[config.mk]
export PLATFORM = sky130hd
export DESIGN_NAME = prog_mem_arbiter
export DESIGN_NICKNAME = d
export VERILOG_FILES = /design/src/rtl/prog_mem_pkg.sv /design/src/rtl/rr_arb2.sv /design/src/rtl/prog_mem_arbiter.sv
export SDC_FILE = /design/constraint.sdc
export NUM_CORES = 1
export LEC_CHECK = 0
export BUFFER_PORTS_ARGS = -buffer_cell sky130_fd_sc_hd__buf_2
export CAP_MARGIN = 15
export CORE_ASPECT_RATIO = 1.1
export CORE_MARGIN = 3
export CORE_UTILIZATION = 40
export CTS_BUF_LIST = sky130_fd_sc_hd__clkbuf_2 sky130_fd_sc_hd__clkbuf_4 sky130_fd_sc_hd__clkbuf_8
export CTS_CLUSTER_DIAMETER = 120
export DETAILED_ROUTE_END_ITERATION = 10
export PLACE_DENSITY = 0.86
export SLEW_MARGIN = 40
export SYNTH_ARGS = -nofsm -noshare
export SYNTH_HDL_FRONTEND = slang
export SYNTH_SLANG_ARGS = --single-unit
export TNS_END_PERCENT = 20
[constraint.sdc]
create_clock -name clk -period 3.9 [get_ports clk]
set_input_delay 0.39 -clock clk [delete_from_list [all_inputs] [get_ports clk]]
set_output_delay 0.39 -clock clk [all_outputs]
set_load 0.01 [all_outputs]
[src/rtl/prog_mem_pkg.sv]
// Shared types and default widths for the program-memory arbiter.
package prog_mem_pkg;

   localparam int DEF_AW = 15;
   localparam int DEF_DW = 16;

   typedef enum logic {
      ST_BOOT = 1'b0,
      ST_RUN  = 1'b1
   } state_e;

   typedef enum logic [1:0] {
      OWN_NONE  = 2'd0,
      OWN_FETCH = 2'd1,
      OWN_LOAD  = 2'd2
   } owner_e;

endpackage

[src/rtl/rr_arb2.sv]
// Two-request round-robin arbiter; bit 0 = fetch, bit 1 = loader.
// fetch_en_i masks the fetch request so the loader owns memory during boot.
module rr_arb2 (
   input  logic       clk,
   input  logic       reset,
   input  logic       fetch_en_i,
   input  logic [1:0] req_i,
   output logic [1:0] grant_o
);

   logic       last_load_q;
   logic       last_load_d;
   logic [1:0] req_eff;

   always_comb begin
      req_eff     = {req_i[1], req_i[0] & fetch_en_i};
      grant_o     = 2'b00;
      last_load_d = last_load_q;
      case (req_eff)
         2'b01:   grant_o = 2'b01;
         2'b10:   grant_o = 2'b10;
         2'b11:   grant_o = last_load_q ? 2'b01 : 2'b10;
         default: grant_o = 2'b00;
      endcase
      // Idle cycles leave the history alone so the next tie still alternates.
      if (grant_o != 2'b00) last_load_d = grant_o[1];
   end

   // Reset as "loader last" so the CPU wins the first tie.
   always_ff @(posedge clk or posedge reset) begin
      if (reset) last_load_q <= 1'b1;
      else       last_load_q <= last_load_d;
   end

endmodule

[src/rtl/prog_mem_arbiter.sv]
// Shares the single-port program memory between CPU fetch and the loader,
// holding the CPU in BOOT until the loader reports the image is in place.
module prog_mem_arbiter
   import prog_mem_pkg::*;
#(
   parameter int AW        = DEF_AW,
   parameter int DW        = DEF_DW,
   parameter bit BOOT_HOLD = 1'b1
) (
   input  logic          clk,
   input  logic          reset,
   input  logic          fetch_req,
   input  logic [AW-1:0] fetch_addr,
   output logic          cpu_hold,
   output logic          fetch_valid,
   output logic [DW-1:0] fetch_data,
   input  logic          ld_req,
   input  logic          ld_we,
   input  logic [AW-1:0] ld_addr,
   input  logic [DW-1:0] ld_wdata,
   output logic          ld_ack,
   output logic          ld_rdata_valid,
   output logic [DW-1:0] ld_rdata,
   input  logic          ld_done,
   output logic [AW-1:0] mem_addr,
   output logic          mem_we,
   output logic [DW-1:0] mem_wdata,
   input  logic [DW-1:0] mem_q,
   output state_e        dbg_state_o
);

   state_e        state_q, state_d;
   owner_e        rd_owner_q, rd_owner_d;
   logic [AW-1:0] mem_addr_q;
   logic [1:0]    grant;
   logic          fetch_grant;
   logic          ld_grant;

   rr_arb2 u_arb (
      .clk        (clk),
      .reset      (reset),
      .fetch_en_i (state_q == ST_RUN),
      .req_i      ({ld_req, fetch_req}),
      .grant_o    (grant)
   );

   assign fetch_grant = grant[0];
   assign ld_grant    = grant[1];

   always_comb begin
      state_d    = state_q;
      rd_owner_d = OWN_NONE;
      mem_addr   = mem_addr_q;
      if (state_q == ST_BOOT && ld_done) state_d = ST_RUN;
      if (fetch_grant) begin
         mem_addr   = fetch_addr;
         rd_owner_d = OWN_FETCH;
      end else if (ld_grant) begin
         mem_addr   = ld_addr;
         rd_owner_d = ld_we ? OWN_NONE : OWN_LOAD;
      end
   end

   assign cpu_hold       = (state_q == ST_BOOT) | (fetch_req & ~fetch_grant);
   assign ld_ack         = ld_grant;
   assign mem_we         = ld_grant & ld_we;
   assign mem_wdata      = ld_wdata;
   assign fetch_valid    = (rd_owner_q == OWN_FETCH);
   assign ld_rdata_valid = (rd_owner_q == OWN_LOAD);
   assign fetch_data     = mem_q;
   assign ld_rdata       = mem_q;
   assign dbg_state_o    = state_q;

   // Reset clears rd_owner, so a read in flight at reset never returns valid.
   always_ff @(posedge clk or posedge reset) begin
      if (reset) begin
         state_q    <= BOOT_HOLD ? ST_BOOT : ST_RUN;
         rd_owner_q <= OWN_NONE;
         mem_addr_q <= '0;
      end else begin
         state_q    <= state_d;
         rd_owner_q <= rd_owner_d;
         mem_addr_q <= mem_addr;
      end
   end

endmodule

Word level (Yosys, flattened, before mapping)

Index checks and enable logic that the tools add are counted.

$add $sub $neg: 0
Multiply operators: 0
Div/mod/pow operators: 0
$lt $le $gt $ge: 0
Eq/ne operators: 5
Shift operators: 0
Mux-type cells: 7
Bitwise gates (word level): 6
Reduce and logical (&&, ||, !) cells: 2

Operators with widths:

| kind               | count |
|---|---|
| $mux 15            | 2 |
| $mux 2             | 4 |
| $eq 2x2->1 const B | 3 |
| $pmux 2 s3         | 1 |
| $eq 2x1->1 const B | 2 |
| $and 1x1->1        | 3 |
| $not 1->1          | 2 |
| $reduce_bool 2->1  | 1 |
| $logic_and 1x1->1  | 1 |
| $or 1x1->1         | 1 |

Flip-flop bits (word level): 19
Bits in latches: 0
RAM bits: 0
ROM bits: 0
Output and inout port bits: 69
Memories: 0

Depth between registers and ports, before layout

Gate-level depths: netlist (run 1).

Depth in word-level cells: 6
Depth in mapped cells: 5
Mapped depth without buffers: 3

Hierarchy

From an unflattened synthesis (run 1), not the netlist that was laid out.

Cell total of the unflattened synthesis: 132
Area total of the unflattened synthesis: 1249.9 µm²

Modules (own cells, without submodules):

| module           | times used | cells each | area an instance (µm²) | seq. area each (µm²) |
|---|---|---|---|---|
| prog_mem_arbiter | 1          | 124        | 1188.6                 | 450.4 |
| rr_arb2          | 1          | 8          | 61.3                   | 26.3 |

Least setup slack after synthesis (run 1)

OpenSTA, ideal clock, no wires.

Path type: reg2out
Start: register state_q, in the netlist dbg_state_o
End: output port mem_addr[10]
Data arrival time: 1.233 ns
Data required time: 3.510 ns
Slack: 2.277 ns
Stages on the path, launching flop included: 6
Path buffers: 2
Cells stage by stage: dfrtp_1 -> buf_6 -> buf_8 -> and3_4 -> a211o_1 -> o221a_2

Cells in the longest elaborated chain, start to end: 5

RTL lines:

| what                                            | line                   | RTL |
|---|---|---|
| start: declaration                              | prog_mem_arbiter.sv:32 | `state_e state_q, state_d;` |
| start signal: assignment                        | prog_mem_arbiter.sv:77 | `state_q <= BOOT_HOLD ? ST_BOOT : ST_RUN;` |
| start signal: assignment                        | prog_mem_arbiter.sv:81 | `state_q <= state_d;` |
| $and 1x1->1 *                                   | rr_arb2.sv:16          | `req_eff = {req_i[1], req_i[0] & fetch_en_i};` |
| $eq 2x2->1 / $eq 2x1->1 (equally long branches) | rr_arb2.sv:19          | `case (req_eff)` |
| $pmux 2 s3 *                                    | rr_arb2.sv:19          |  |
| $mux 15                                         | prog_mem_arbiter.sv:58 | `end else if (ld_grant) begin` |
| $mux 15 *                                       | prog_mem_arbiter.sv:55 | `if (fetch_grant) begin` |
| end: declaration                                | prog_mem_arbiter.sv:25 | `output logic [AW-1:0] mem_addr,` |

Mark *: on every way between the ends. The rest lies on a longest branch, timed or not.

Final worst setup path (run 1)

Start: register state_q, in the netlist dbg_state_o
End: output port mem_addr[7]

Same word-level chain as after synthesis.

==> results.json, run 1 <==
{
  "status": "finished clean",
  "drc": 0,
  "fill_cells": 339,
  "antenna_found_initial": 0,
  "ys_ff_latch": 19,
  "seqCellArea_sq_um": 477,
  "multi_input_area_sq_um": 526,
  "io_buffers": 56,
  "cp_cell_sequence": "nand3_4, nand2_2, o221a_2, buf_2",
  "post_cts_buffers": 0,
  "power.switching_uw": 144,
  "internal_power_uw": 339,
  "start_util_pct": 42.9,
  "cts-root-buf": "clkbuf_4",
  "powerDensity_nw_per_um2": 350,
  "netSwitchingFraction_pct": 29.8,
  "nets": 208,
  "rsz0062_at_grt": "false",
  "vias_per_cell": 5.27,
  "cts_max_level": 1,
  "worstMarginPinSlew_ns": 0.743,
  "yosysTopAreaCellShare_pct": 30.8,
  "synth_cell_types": 20,
  "post-route-util_pct": 40.4,
  "gp_congestion": 0.744,
  "die_area_sq_um": 4420,
  "grtUsageTotal_pct": 14.6,
  "first_pass_iters": 4,
  "syn_area_sq_um": 1460,
  "cts.sinks": 19,
  "hold_viol": 0,
  "routedWlPerCell_um": 17.4,
  "slowest_stage": "dfrtp_1",
  "wl_um": 3260,
  "finClkSkew_ns": 0.00689,
  "row_count": 22,
  "drt_iter0_drc": 52,
  "overflow": 0,
  "fmax_ghz": 0.384,
  "required_ns": 3.51,
  "cts_hold_buffers": 0,
  "syn_to_final_growth_pct": -5.65,
  "grt_pass1_wl_um": 5260,
  "cp_slowest_stage_delay_ns": 0.82,
  "netlist_instances": 136,
  "num_vias": 985,
  "period_needed_ns": 2.61,
  "post-route-period-util_pct": 66.8,
  "crit_arrival_ns": 2.22,
  "ant_nets": 0,
  "ir_drop_mv": 0.0975,
  "maxCapViolCount": 0,
  "path_clk_slew_ns": 0.12,
  "power.leakage_uw": 0.000698,
  "grt_max_degree": 21,
  "yosysWarnings": 0,
  "synthTopCellsByArea": "dfrtp_1 (31%), buf_4 (25%), o221a_2 (12%)",
  "synth_fp_nets": 204,
  "end_kind": "primary output",
  "post_cts_resized": 0,
  "slew_headroom_pct": 50.4,
  "synth-seq-area-share_pct": 32.6,
  "avgSynthCellArea_sq_um": 10.8,
  "die_h_um": 69.4,
  "antennaDiodeCount": 0,
  "hold_class": "in -> async",
  "setup_violations": 0,
  "start_kind": "flop",
  "dp_hpwl_um": 2350,
  "pin_count": 137,
  "core_area_sq_um": 3410,
  "drive_above_1_share_pct": 66.9,
  "crit_buf_inv": 1,
  "die_x_um": 63.7,
  "cp_max_fo": 20,
  "clk_latency_ns": 0.30,
  "path_delay_family": "flip-flops",
  "final_max_slew_viol_count": 0,
  "comb_power_share_pct": 29.5,
  "numCtsBuffers": 3,
  "seqPwrFrac_pct": 47.7,
  "p_clk_share_pct": 22.8,
  "yosys.area.top_type": "dfrtp_1",
  "setup_tns_ns": 0,
  "critPathKind": "reg -> out",
  "grt_pass1_vias": 1055,
  "cts_tree": "yes",
  "cts_max_path_buffers": 2
}
==> power by group through the flow <==
stage / sequential, uW / combinational, uW / clock, uW
6_report: 231 / 143 / 110
5_1_grt: 233 / 156 / 124
4_1_cts: 231 / 144 / 115
3_5_place_dp: 235 / 142 / 0
3_3_place_gp: 234 / 140 / 0
2_1_floorplan: 232 / 146 / 0
==> per-layer routing <==
metal	up-vias	GRT usage (%)	wire length [um]
met4	0	5.04	18
met3	6	6.16	403
li1	452	-	-
met5	-	0	0
met2	67	21.9	1410
met1	460	18.7	1430
==> cell families (layout without fill, tap and decap cells) <==
logic type | Yosys count | after routing | synth area share (%)
buffers and inverters | 59 | 62 | 31.5
AO/OA/AOI/OAI | 31 | 31 | 21.0
AND/OR/NAND/NOR | 27 | 27 | 14.9
flip-flops | 19 | 19 | 32.6
==> cells in the final DEF (no fill, tap or decap), types with 2 or more instances in the layout <==
master,n
nand2_1,2
inv_1,2
and3_2,6
a211o_1,15
buf_2,56
nor2b_1,3
and3_4,7
clkbuf_4,4
dfrtp_1,18
and3_1,3
nor2_1,2
o221a_2,15
==> flip-flops by register name, indices dropped and copies added, names as in the netlist <==
name / flops
dbg_state_o: 1
rd_owner_q: 2
u_arb.last_load_q: 1
mem_addr_q: 15
==> layout make-up <==
class,instances,share of cell area (%)
clock buffer,4,2.18
inverter,2,0.544
multi-input combinational,58,38.1
sequential,19,34.5
tap,48,4.35
timing repair buffer,56,20.3
==> metrics by stage <==
step                total power, uW  area (sq um)  hold slack, ns  cells  setup WS, ns
global placement                374          1350           0.536    183          1.75
floorplan                       377          1460           0.340    136          2.28
CTS                             489          1380           0.215    187          1.30
global route                    513          1380           0.221    187          1.16
finish                          483          1380           0.197    187          1.29
detailed placement              377          1350           0.546    183          1.66
==> synth_stat cells <==
cell type and instances:
a211o_1 15, o21a_1 1, nor2b_1 3, nor2_1 2, and3_4 7, buf_2 2
buf_4 48, and3_1 3, o221a_2 15, nand2_4 1, and3_2 6, inv_1 2
buf_6 6, nand3_4 1, or2_2 1, nand2_2 1, dfstp_2 1, buf_8 1
nand2_1 2, dfrtp_1 18
==> worst paths after layout <==
check | endpoint | slack (ns) | cells after the start | from
worst max-delay path | mem_addr[7] | 1.29 | 4 | dbg_state_o$_DFFE_PP0P_
worst min-delay path | mem_addr_q[12]$_DFF_PP0_ | 0.20 | 2 | reset
worst max register to register | mem_addr_q[7]$_DFF_PP0_ | 2.05 | 3 | dbg_state_o$_DFFE_PP0P_
worst min register to register | u_arb.last_load_q$_DFFE_PP1P_ | 0.56 | 1 | u_arb.last_load_q$_DFFE_PP1P_
max in group asynchronous | mem_addr_q[0]$_DFF_PP0_ | 3.23 | 2 | reset
min in group clk | rd_owner_q[1]$_DFF_PP0_ | 0.23 | 2 | ld_we
(Power assumes the default switching activity.)
==> run 2, diff against run 1 <==
- CORE_UTILIZATION: 40 -> 34
- PLACE_DENSITY: 0.86 -> 0.78
- clock period: 3.9 -> 2.3 ns (I/O delays scaled with it)
==> results.json, run 2 (synthesized netlist as in run 1, its figures left out) <==
{
  "status": "finished clean",
  "power.leakage_uw": 0.000713,
  "use_met1_pct": 15.8,
  "fmax_ghz": 0.483,
  "dp_hpwl_um": 2150,
  "end_kind": "primary output",
  "r2r_end": "mem_addr_q[9]$_DFF_PP0_",
  "powerDensity_nw_per_um2": 617,
  "die_h_um": 74.8,
  "ant_nets": 0,
  "critPathLaunch": "dbg_state_o$_DFFE_PP0P_",
  "hold_start": "ld_we",
  "rsz0062_at_grt": "false",
  "drive_above_1_share_pct": 67.4,
  "regMostFlops": "mem_addr_q",
  "grt_pass1_wl_um": 4760,
  "preCtsSetupSlack_ns": 0.459,
  "grt_use_met3_pct": 1.79,
  "pin_count": 137,
  "wl_um": 3070,
  "die_area_sq_um": 5130,
  "final_max_slew_viol_count": 0,
  "syn_to_final_growth_pct": -2.82,
  "io_buffers": 56,
  "final_cell_mix": "buf_2 (56), dfrtp_1 (18), a211o_1 (15), o221a_2 (15), and3_4 (7)",
  "finalPower_uw": 877,
  "antennaDiodeCount": 0,
  "drc": 0,
  "vias_per_cell": 5.01,
  "start_kind": "flop",
  "num_vias": 966,
  "overflow": 0,
  "r2r-start": "dbg_state_o$_DFFE_PP0P_",
  "largest_reg_flops": 15,
  "reg2reg_slack_ns": 0.78,
  "post-route-period-util_pct": 90.0,
  "worstMarginPinSlew_ns": 0.418,
  "hold_viol": 0,
  "numCtsBuffers": 3,
  "drt_iter0_drc": 38,
  "cp_slowest_stage_delay_ns": 0.56,
  "antenna_found_initial": 0,
  "maxCapViolCount": 0,
  "cts_max_path_buffers": 2,
  "layout_setup_ws_ns": 0.229,
  "whs_path_depth": 2,
  "use_met2_pct": 19.8,
  "core_area_sq_um": 4050,
  "slew_headroom_pct": 72.1,
  "setup_violations": 0,
  "slowest_stage": "dfrtp_1",
  "gp_congestion": 0.701,
  "finalInstanceArea_sq_um": 1420,
  "required_ns": 2.07,
  "first_pass_iters": 4,
  "critPathKind": "reg -> out",
  "path_clk_slew_ns": 0.07,
  "post_cts_buffers": 0,
  "cp_max_fo": 18,
  "cp_cell_sequence": "nand3_4, nand2_2, o221a_2, buf_2",
  "grtUsageTotal_pct": 12.2,
  "crit_arrival_ns": 1.84,
  "cts.sinks": 19,
  "routedWlPerCell_um": 15.9,
  "placed_area_sq_um": 1360,
  "cts_tree": "yes",
  "reg.largest.list": "mem_addr_q: 15 flops, rd_owner_q: 2 flops",
  "whs_endpoint": "rd_owner_q[1]$_DFF_PP0_",
  "start_util_pct": 36.1,
  "hold_class": "in -> reg",
  "post-route-util_pct": 35.1,
  "nets": 210,
  "grt_max_degree": 20,
  "busiest_layer": "met2",
  "final_common_cell": "buf_2",
  "cts-root-buf": "clkbuf_8",
  "grt_pass1_vias": 978,
  "r2r_cells": 3,
  "row_count": 24,
  "finClkSkew_ns": 0.00468,
  "clk_latency_ns": 0.25,
  "die_x_um": 68.5,
  "setup_tns_ns": 0,
  "cts_max_level": 1,
  "ir_drop_mv": 0.222,
  "period_needed_ns": 2.07
}
==> run 2: cell count changes in the layout (fill, tap and decap cells not counted), sizes merged <==
cell and change:
buf +1, dlygate4sd3 +1
==> run 2: how the worst max path moves through the flow <==
stage,endpoint,cells past startpoint
2_1_floorplan,mem_addr[10],5
3_3_place_gp,mem_addr[5],5
3_5_place_dp,mem_addr[13],5
4_1_cts,mem_addr[0],4
5_1_grt,mem_addr[9],4
6_report,mem_addr[9],4
==> run 2: repair_timing <==
action                                 CTS  global route
endpoints found under the hold margin    0            14
gates resized for setup                  0             0
setup endpoints to repair                0             0
hold buffers                             0             1
==> run 2: layout make-up <==
cell class	count	area, sq um
tap	52	65.1
clock buffer	4	48.8
inverter	2	7.51
sequential	19	477
fill	428	2630
timing repair buffer	58	298
multi-input combinational	58	526
==> run 2: power by group <==
group,switching [uW],internal (uW)
logic,119,121
registers,14.7,376
clock network,111,135
total,245,632
==> run 2: routing by layer <==
layer / wire, um / up-vias
met3: 234 / 8
met4: 48 / 0
met1: 1220 / 472
met2: 1570 / 31
met5: 0 / -
li1: - / 455
==> run 2: critical path, delay by kind of cell, from the launching register on <==
kind / cells / cell delay [ns]
buf+inv: 1 / 0.13
simple gates: 2 / 0.62
flops: 1 / 0.56
compound gates: 1 / 0.28
==> run 2: through the flow <==
step                hold WS [ns]  instances
floorplan                  0.180        136
global placement           0.393        188
detailed placement         0.398        188
CTS                        0.120        192
global route               0.130        193
finish                     0.128        193
